**src/rtl/seg7_pkg.sv**
```systemverilog
// Shared types and constants for the multiplexed seven-segment scanner.
// Segment vectors are ordered {g,f,e,d,c,b,a} and are active low.
package seg7_pkg;

  typedef logic [6:0] seg_t;

  localparam seg_t SEG_BLANK = 7'h7F;
  localparam logic AN_OFF    = 1'b1;

  localparam seg_t SEG_TABLE [16] = '{
    7'h40, 7'h79, 7'h24, 7'h30, 7'h19, 7'h12, 7'h02, 7'h78,
    7'h00, 7'h10, 7'h08, 7'h03, 7'h46, 7'h21, 7'h06, 7'h0E
  };

endpackage

```
**src/rtl/seg7_scan_driver_if.sv**
```systemverilog
// Value-producer side of the scanner: packed digits, per-digit flags,
// the load strobe and the live brightness level.
interface seg7_scan_driver_if #(
  parameter int NUM_DIGITS = 8
);
  logic [4*NUM_DIGITS-1:0] values;
  logic [NUM_DIGITS-1:0]   dp;
  logic [NUM_DIGITS-1:0]   digit_en;
  logic                    load;
  logic [3:0]              brightness;

  modport master (output values, output dp, output digit_en, output load, output brightness);
  modport slave  (input  values, input  dp, input  digit_en, input  load, input  brightness);
endinterface

```
**src/rtl/seg7_hex_decoder.sv**
```systemverilog
// Combinational hex nibble to active-low seven-segment pattern.
module seg7_hex_decoder
  import seg7_pkg::*;
(
  input  logic [3:0] nibble,
  output seg_t       seg
);

  assign seg = SEG_TABLE[nibble];

endmodule

```
**src/rtl/seg7_scan_driver.sv**
```systemverilog
// Multiplexed seven-segment scanner with PWM dimming, ghost blanking and
// frame-synchronous double-buffered updates.
module seg7_scan_driver
  import seg7_pkg::*;
#(
  parameter int NUM_DIGITS   = 8,
  parameter int REFRESH_DIV  = 100000,
  parameter int BLANK_CYCLES = 16
) (
  input  logic                  clk_100MHz,
  input  logic                  rst_n,
  seg7_scan_driver_if.slave     bus,
  output logic [6:0]            cathodes,
  output logic                  dp_n,
  output logic [NUM_DIGITS-1:0] anodes,
  output logic                  frame_done
);

  localparam int PW = $clog2(REFRESH_DIV);
  localparam int IW = $clog2(NUM_DIGITS);

  logic [PW-1:0]           presc;
  logic [IW-1:0]           idx;
  logic [3:0]              pwm_cnt;
  logic                    slot_tick;
  logic                    frame_bnd;

  logic [4*NUM_DIGITS-1:0] shadow_val, active_val;
  logic [NUM_DIGITS-1:0]   shadow_dp, active_dp;
  logic [NUM_DIGITS-1:0]   shadow_en, active_en;
  logic                    pending;

  logic                    lit;
  seg_t                    seg_cur;

  assign slot_tick = (presc == PW'(REFRESH_DIV - 1));
  assign frame_bnd = slot_tick && (idx == IW'(NUM_DIGITS - 1));

  always_ff @(posedge clk_100MHz or negedge rst_n) begin
    if (!rst_n) begin
      presc   <= '0;
      idx     <= '0;
      pwm_cnt <= '0;
    end else begin
      pwm_cnt <= pwm_cnt + 4'd1;
      presc   <= slot_tick ? '0 : presc + PW'(1);
      if (slot_tick)
        idx <= (idx == IW'(NUM_DIGITS - 1)) ? '0 : idx + IW'(1);
    end
  end

  // A load landing on the boundary bypasses the shadow so it is not held a whole frame.
  always_ff @(posedge clk_100MHz or negedge rst_n) begin
    if (!rst_n) begin
      shadow_val <= '0;
      shadow_dp  <= '0;
      shadow_en  <= '0;
      active_val <= '0;
      active_dp  <= '0;
      active_en  <= '0;
      pending    <= 1'b0;
    end else if (bus.load) begin
      shadow_val <= bus.values;
      shadow_dp  <= bus.dp;
      shadow_en  <= bus.digit_en;
      if (frame_bnd) begin
        active_val <= bus.values;
        active_dp  <= bus.dp;
        active_en  <= bus.digit_en;
        pending    <= 1'b0;
      end else begin
        pending    <= 1'b1;
      end
    end else if (frame_bnd && pending) begin
      active_val <= shadow_val;
      active_dp  <= shadow_dp;
      active_en  <= shadow_en;
      pending    <= 1'b0;
    end
  end

  seg7_hex_decoder u_dec (
    .nibble (active_val[{idx, 2'b00} +: 4]),
    .seg    (seg_cur)
  );

  assign lit = (presc >= PW'(BLANK_CYCLES)) && (pwm_cnt <= bus.brightness) && active_en[idx];

  always_ff @(posedge clk_100MHz or negedge rst_n) begin
    if (!rst_n) begin
      anodes     <= {NUM_DIGITS{AN_OFF}};
      cathodes   <= SEG_BLANK;
      dp_n       <= 1'b1;
      frame_done <= 1'b0;
    end else begin
      frame_done <= frame_bnd;
      if (lit) begin
        anodes   <= ~(NUM_DIGITS'(1) << idx);
        cathodes <= seg_cur;
        dp_n     <= ~active_dp[idx];
      end else begin
        anodes   <= {NUM_DIGITS{AN_OFF}};
        cathodes <= SEG_BLANK;
        dp_n     <= 1'b1;
      end
    end
  end

endmodule

```
**src/flat_wrapper.sv**
```systemverilog
// flat-port wrapper written by rule: the top's interface ports become plain ports
module seg7_scan_driver_flat import seg7_pkg::*;
#(
  parameter int NUM_DIGITS   = 8,
  parameter int REFRESH_DIV  = 100000,
  parameter int BLANK_CYCLES = 16
)
  (clk_100MHz, rst_n, cathodes, dp_n, anodes, frame_done, bus_values, bus_dp, bus_digit_en, bus_load, bus_brightness);
  seg7_scan_driver_if #(.NUM_DIGITS(NUM_DIGITS)) bus_i ();
  input  logic clk_100MHz;
  input  logic rst_n;
  output logic [6:0] cathodes;
  output logic dp_n;
  output logic [NUM_DIGITS-1:0] anodes;
  output logic frame_done;
  input wire logic [$bits(bus_i.values)-1:0] bus_values;
  input wire logic [$bits(bus_i.dp)-1:0] bus_dp;
  input wire logic [$bits(bus_i.digit_en)-1:0] bus_digit_en;
  input wire logic [$bits(bus_i.load)-1:0] bus_load;
  input wire logic [$bits(bus_i.brightness)-1:0] bus_brightness;
  assign bus_i.values = bus_values;
  assign bus_i.dp = bus_dp;
  assign bus_i.digit_en = bus_digit_en;
  assign bus_i.load = bus_load;
  assign bus_i.brightness = bus_brightness;
  seg7_scan_driver #(.NUM_DIGITS(NUM_DIGITS), .REFRESH_DIV(REFRESH_DIV), .BLANK_CYCLES(BLANK_CYCLES)) u_core (.clk_100MHz(clk_100MHz), .rst_n(rst_n), .bus(bus_i), .cathodes(cathodes), .dp_n(dp_n), .anodes(anodes), .frame_done(frame_done));
endmodule
```
**config.mk**
```make
export PLATFORM = sky130hd
export DESIGN_NAME = seg7_scan_driver_flat
export DESIGN_NICKNAME = d
export VERILOG_FILES = /design/src/rtl/seg7_pkg.sv /design/src/rtl/seg7_scan_driver_if.sv /design/src/rtl/seg7_hex_decoder.sv /design/src/rtl/seg7_scan_driver.sv /design/src/flat_wrapper.sv
export SDC_FILE = /design/constraint.sdc
export NUM_CORES = 1
export LEC_CHECK = 0
export BUFFER_PORTS_ARGS = -buffer_cell sky130_fd_sc_hd__buf_2
export CAP_MARGIN = 25
export CORE_UTILIZATION = 35
export CTS_CLUSTER_DIAMETER = 200
export DETAILED_ROUTE_END_ITERATION = 8
export SLEW_MARGIN = 20
export SYNTH_ARGS = -nofsm -noshare
export SYNTH_HDL_FRONTEND = slang
export SYNTH_SLANG_ARGS = --single-unit
```
**constraint.sdc**
```tcl
create_clock -name clk_100MHz -period 2.5 [get_ports clk_100MHz]
set_input_delay 0.25 -clock clk_100MHz [delete_from_list [all_inputs] [get_ports clk_100MHz]]
set_output_delay 0.25 -clock clk_100MHz [all_outputs]
set_load 0.05 [all_outputs]
```
==> Word-level counts from Yosys, hierarchy flattened <==
Memory sizes are Yosys's and may differ from the RTL's.
Cells that the tools add are included.
Widths: inputs -> output; s select.
{ "op_classes": {"multipliers": 0, "shift": 2, "div": 0, "n_lt_le_gt_ge": 4, "n_eq_ne": 3, "reduce_logical": 6, "muxes": 23, "n_addsub": 3, "bitwise": 3} }
{ "op_table": {"columns": ["cell", "n"], "rows": [
  ["$mux 32", 3],
  ["$mux 8", 7],
  ["$shiftx 32x6->4", 1],
  ["$mux 7", 3],
  ["$add 17x1->17 const B", 1],
  ["$eq 17x17->1 const B", 1],
  ["$ge 17x5->1 const B", 1],
  ["$mux 17", 1],
  ["$not 8->8", 1],
  ["$shl 1x3->8 const A", 1],
  ["$bmux 1 s3", 2],
  ["$mux 1", 6],
  ["$ge 5x5->1 const B", 1],
  ["$not 4->5", 1],
  ["$add 4x1->4 const B", 1],
  ["$le 4x4->1", 1],
  ["$logic_and 1x1->1", 4],
  ["$lt 3x4->1 const B", 1],
  ["$add 3x1->3 const B", 1],
  ["$eq 3x3->1 const B", 1],
  ["$mux 3", 1],
  ["$ne 2x1->1 const B", 1],
  ["$reduce_and 2->1", 1],
  ["$reduce_bool 2->1", 1],
  ["$not 1->1", 1]
]} }
{ "totals": {"rom_bits": 112, "latchBits": 0, "mem_count": 1, "ram_bits": 0, "regBits": 138, "in_bits": 55, "output_inout_bits": 17, "elab_cells": 59} }
{ "mem_list": {"columns": ["name", "words", "word_bits", "rd", "rd_ports_with_merged_regs", "write_ports", "line_no", "source"], "rows": [
  ["(no name shown)", 16, 7, 1, 0, 0, "seg7_hex_decoder.sv:9", "assign seg = SEG_TABLE[nibble];"]
]} }

==> Depth between registers and ports, before layout <==
{ "depth": {"ltp_word": 6, "mapped_depth": 11, "depth_no_buf": 9} }

==> By module <==
From an unflattened synthesis, not the netlist that was laid out.
{ "hier_totals": {"hier_cells": 441, "area_unflattened_um2": 6137.1} }
{ "by_module_without_submodules": {"columns": ["mod", "n_inst", "cells_per_inst", "seq_area_each_um2", "area_each_um2"], "rows": [
  ["seg7_scan_driver", 1, 408, 3473.3, 5868.1],
  ["seg7_hex_decoder", 1, 33, 0.0, 269.0]
]} }

==> Least setup slack after synthesis <==
OpenSTA, ideal clock, no wires.
{ "synth_path": {"path_kind": "reg2reg", "startpoint": "reg u_core.idx[0]", "endpoint": "reg u_core.cathodes[3]", "t_required_ps": 2437, "synth_period_minus_slack_ps": 2280, "path_buffers": 2, "stages_incl_launch_ff": 11, "arrival_time_ps": 2217, "path_slack_ps": 220, "setup_ps": 63, "cell_sequence": "dfrtp_1 > buf_2 > buf_4 > mux4_2 > mux2_2 > inv_1 > ha_1 > inv_1 > mux2i_1 > mux2i_1 > nand2b_1"} }
{ "synth_between": {"elab_chain_cells": 6, "elab_cells_between_ends": 9, "cone_classes": "shift (1); mux (5); bitwise (1); reduce/logical (1); memory (1)"} }
{ "synth_lines": {"columns": ["item", "line_no", "source"], "rows": [
  ["from (decl)", "seg7_scan_driver.sv:23", "logic [IW-1:0] idx;"],
  ["from (signal assigned)", "seg7_scan_driver.sv:48", "idx <= (idx == IW'(NUM_DIGITS - 1)) ? '0 : idx + IW'(1);"],
  ["$shiftx 32x6->4", "seg7_scan_driver.sv:83", ".nibble (active_val[{idx, 2'b00} +: 4]),"],
  ["$not 4->5 (implied by the code)", "seg7_hex_decoder.sv:9", null],
  ["$mem_v2 16x7", null, null],
  ["$mux 7 (implied by the code) (2 in a row)", "seg7_hex_decoder.sv:9", null],
  ["$mux 7 *", "seg7_scan_driver.sv:97", "if (lit) begin"],
  ["to (signal assigned)", "seg7_scan_driver.sv:99", "cathodes <= seg_cur;"],
  ["to (decl)", "seg7_scan_driver.sv:13", "output logic [6:0] cathodes,"]
]} }
Mark *: on every way between the ends. The rest lies on a longest branch, timed or not. The select of a mux whose other input is x is not followed.
A chain may end at the register's enable or synchronous reset.

==> Worst setup path after layout <==
{ "layout_path": {"startpoint": "reg u_core.idx[0]", "endpoint": "reg u_core.cathodes[0]"} }
Same word-level chain as after synthesis.

==> flow_summary.toml <==
[outcome]
status = "finished clean"

[placed_design]
place_congestion = 0.853
io_buffers = 71
place_hpwl_um = 8050
dp.cells = 702

[logic_synthesis]
syn_avg_cell_area_um2 = 14.5
synth_top_family_by_area = "multiplexers"
syn_nets = 488
synthSimpleGateAreaFrac_pct = 6.34
syn-cell-area_um2 = 6010
async_reset_ff_share_pct = 100
synthAdderAreaFrac_pct = 3.95
synth-main-ff-cell = "dfrtp_1"
synth.distinct_cells = 39
synth_seq_cells = 138
synth-edff-count = 0
synthMuxAreaShare_pct = 25.1
synth-xor-area-share_pct = 2.33
yosys_warnings = 0
synthCells = 414
ys_seq_area_share_pct = 57.7
synth_compound_area_share_pct = 2.06

[pwr]
ir_drop_uv = 515
p_sw_mw = 1.04
share_clk_of_total_power_pct = 49.8
sequentialPowerShare_pct = 45.7
power.internal_mw = 4.07
power.total_mw = 5.10
swShare_pct = 20.3
p_leak_nw = 3.50
pwr-share-comb_pct = 4.5
powerDensity_nw_per_um2 = 701

[drt]
post_drt_wl_per_cell_um = 15.7
drcViolationCount = 0
vias = 3483
avgViaCountPerCell = 4.74
antenna_left = 0
finalWirelength_um = 11500
first_iter_violations = 126
firstDrtPassIters = 4

[critical_path]
reg2reg_depth = 6
start_kind = "register"
cp_num_cells = 6
endpoint = "u_core.cathodes[0]"
worstSetupStartpoint = "u_core.idx[0]"
cp.required_ps = 2810
rr_endpoint = "u_core.cathodes[0]"
r2r-start = "u_core.idx[0]"
ff2ff_setup_slack_ps = 250
path_cells = "buf_4 > mux4_2 > mux2i_2 > nand2b_1 > o22ai_1 > o21ai_0"
max_stage_delay_ps = 540
cp-end-kind = "register"
arrival_ps = 2560
critPathSlowestCell = "mux4_2"
path_buf_inv = 1
path_max_fanout = 10
path_delay_family = "multiplexers"
setup.worst_path.class = "reg -> reg"

[cells_and_area]
layout.cells.non_filler = 735
antenna_cells = 0
finalNetCount = 576
area_growth_pct = 21.1
fill_cells = 1586
fin_util_pct = 43.6
layout_common_cells = "122 x dfrtp_1, 77 x mux2_2, 70 x buf_2"
drive_gt1_share_pct = 46.8
final_common_cell = "dfrtp_1"

[clock_tree]
root_buffer = "clkbuf_16"
path_clk_slew_ps = 60
cts_buffers = 17
clk_path_buf_depth = 2
clkSinkCount = 138
cts_tree = "yes"
cts_htree_levels = 4
insertion_delay_ps = 420
cts_setup_buffers = 0

[floorplan]
fp-row-count = 47
initial_core_util_pct = 36.0
die_y_um = 133
die_width_um = 133
die-area_um2 = 17700
core_um2 = 16700
io_pins = 72

[timing]
finalSetupViolCount = 0
max_clock_freq_mhz = 444
final.min_clock_period_ps = 2250
finalMaxSlewViolations = 0
slew_headroom_pct = 59.4
skew_ps = 8.36
final.period_utilization_pct = 90.0
rsz0062_at_grt = "no"
holdWs_ps = 82.9
finalHoldViolCount = 0
worst_pin_slew_ps = 609
finalSetupTns_ps = 0

[job]
cap_violations = 0

[global_route]
grt_pass1_vias = 3914
grt_max_degree = 63
overflow = 0
antenna_found_initial = 0
grt_pass1_wl_um = 19900
grt.total_usage_pct = 14.7

[worst_hold_path]
hold_path_class = "in -> reg"
stage by stage:
step                setup WS, ps  area, um^2
floorplan                    220        6010
global placement             347        6680
detailed placement           265        6680
CTS                          252        7280
global route                88.1        7280
finish                       249        7280
worst min path at each step:
stage	startpoint	endpoint	slack [ps]	depth (start not counted)
final	bus_digit_en[0]	u_core.shadow_en[0]	80	2
after global routing	bus_digit_en[4]	u_core.shadow_en[4]	70	2
after CTS	bus_digit_en[0]	u_core.shadow_en[0]	60	2
after detailed placement	rst_n	u_core.shadow_val[5]	270	1
after global placement	rst_n	u_core.active_val[9]	250	1
after floorplan	rst_n	u_core.active_dp[0]	-50	0
final cells by class:
class	instances	area, um^2	share of cell area (%)
well taps	220	275	3.78
inverters	14	52.6	0.721
repair buffers	86	489	6.72
clock inverters	7	114	1.56
flip-flops and latches	138	3470	47.7
multi-input cells	245	2390	32.9
clock buffers	25	485	6.66
worst reg2reg max path, stage by stage (launching register included):
cell      delay, ps
dfrtp_1         350
buf_4           210
mux4_2          540
mux2i_2         450
nand2b_1        230
o22ai_1          90
o21ai_0         270
cell usage after synthesis, drive strengths merged (2+ instances only):
library cell / number / area (um^2)
a21oi: 5 / 25.0
and3: 3 / 18.8
and4: 2 / 17.5
buf: 13 / 78.8
clkbuf: 4 / 15.0
dfrtp: 122 / 3050
dfstp: 16 / 420
ha: 19 / 238
inv: 13 / 48.8
mux2: 97 / 1170
mux2i: 7 / 73.8
mux4: 12 / 270
nand2: 26 / 97.6
nand2b: 4 / 25.0
nand3: 8 / 40.0
nand4: 4 / 25.0
nor2: 13 / 48.8
nor2b: 3 / 18.8
nor3: 5 / 25.0
nor4: 3 / 33.8
o211ai: 4 / 30.0
o21ai: 4 / 20.0
o221ai: 3 / 26.3
xnor2: 8 / 70.1
xor2: 8 / 70.1
logic make-up after synthesis:
family | count (synthesis)
muxes | 116
xor gates and xnor gates | 16
buffers and inverters | 31
DFF | 138
adders and majority gates | 19
AOI/OAI and AO/OA | 19
and+or+nand+nor | 75
metal layers:
layer | GRT usage (%) | share of wire (%) | up-vias | wire [um]
met1 | 19.4 | 47 | 1749 | 5460
li1 | - | - | 1637 | -
met2 | 22.0 | 46 | 76 | 5290
met4 | 7.58 | 2.6 | 0 | 296
met3 | 4.19 | 4.2 | 21 | 485
met5 | 0 | 0 | - | 0
flip-flops by register name (all words and copies together) (netlist names):
register / cells
u_core.active_dp: 8
u_core.active_en: 8
u_core.active_val: 32
u_core.anodes: 8
u_core.cathodes: 7
u_core.dp_n: 1
u_core.frame_done: 1
u_core.idx: 3
u_core.pending: 1
u_core.presc: 17
u_core.pwm_cnt: 4
u_core.shadow_dp: 8
u_core.shadow_en: 8
u_core.shadow_val: 32
power groups by stage:
stage          Sequential (mW)  Clock, mW  Combinational (mW)
2_1_floorplan             2.36          0               0.114
3_3_place_gp              2.37          0               0.231
3_5_place_dp              2.37          0               0.236
4_1_cts                   2.33       2.61               0.241
5_1_grt                   2.34       2.72               0.262
6_report                  2.33       2.54               0.231
repair_timing:
item / CTS / global route
gates resized for setup: 0 / 0
hold endpoints to repair: 51 / 0
hold buffers: 1 / 0
setup endpoints to repair: 0 / 0
Power figures use the tool's default switching activity.
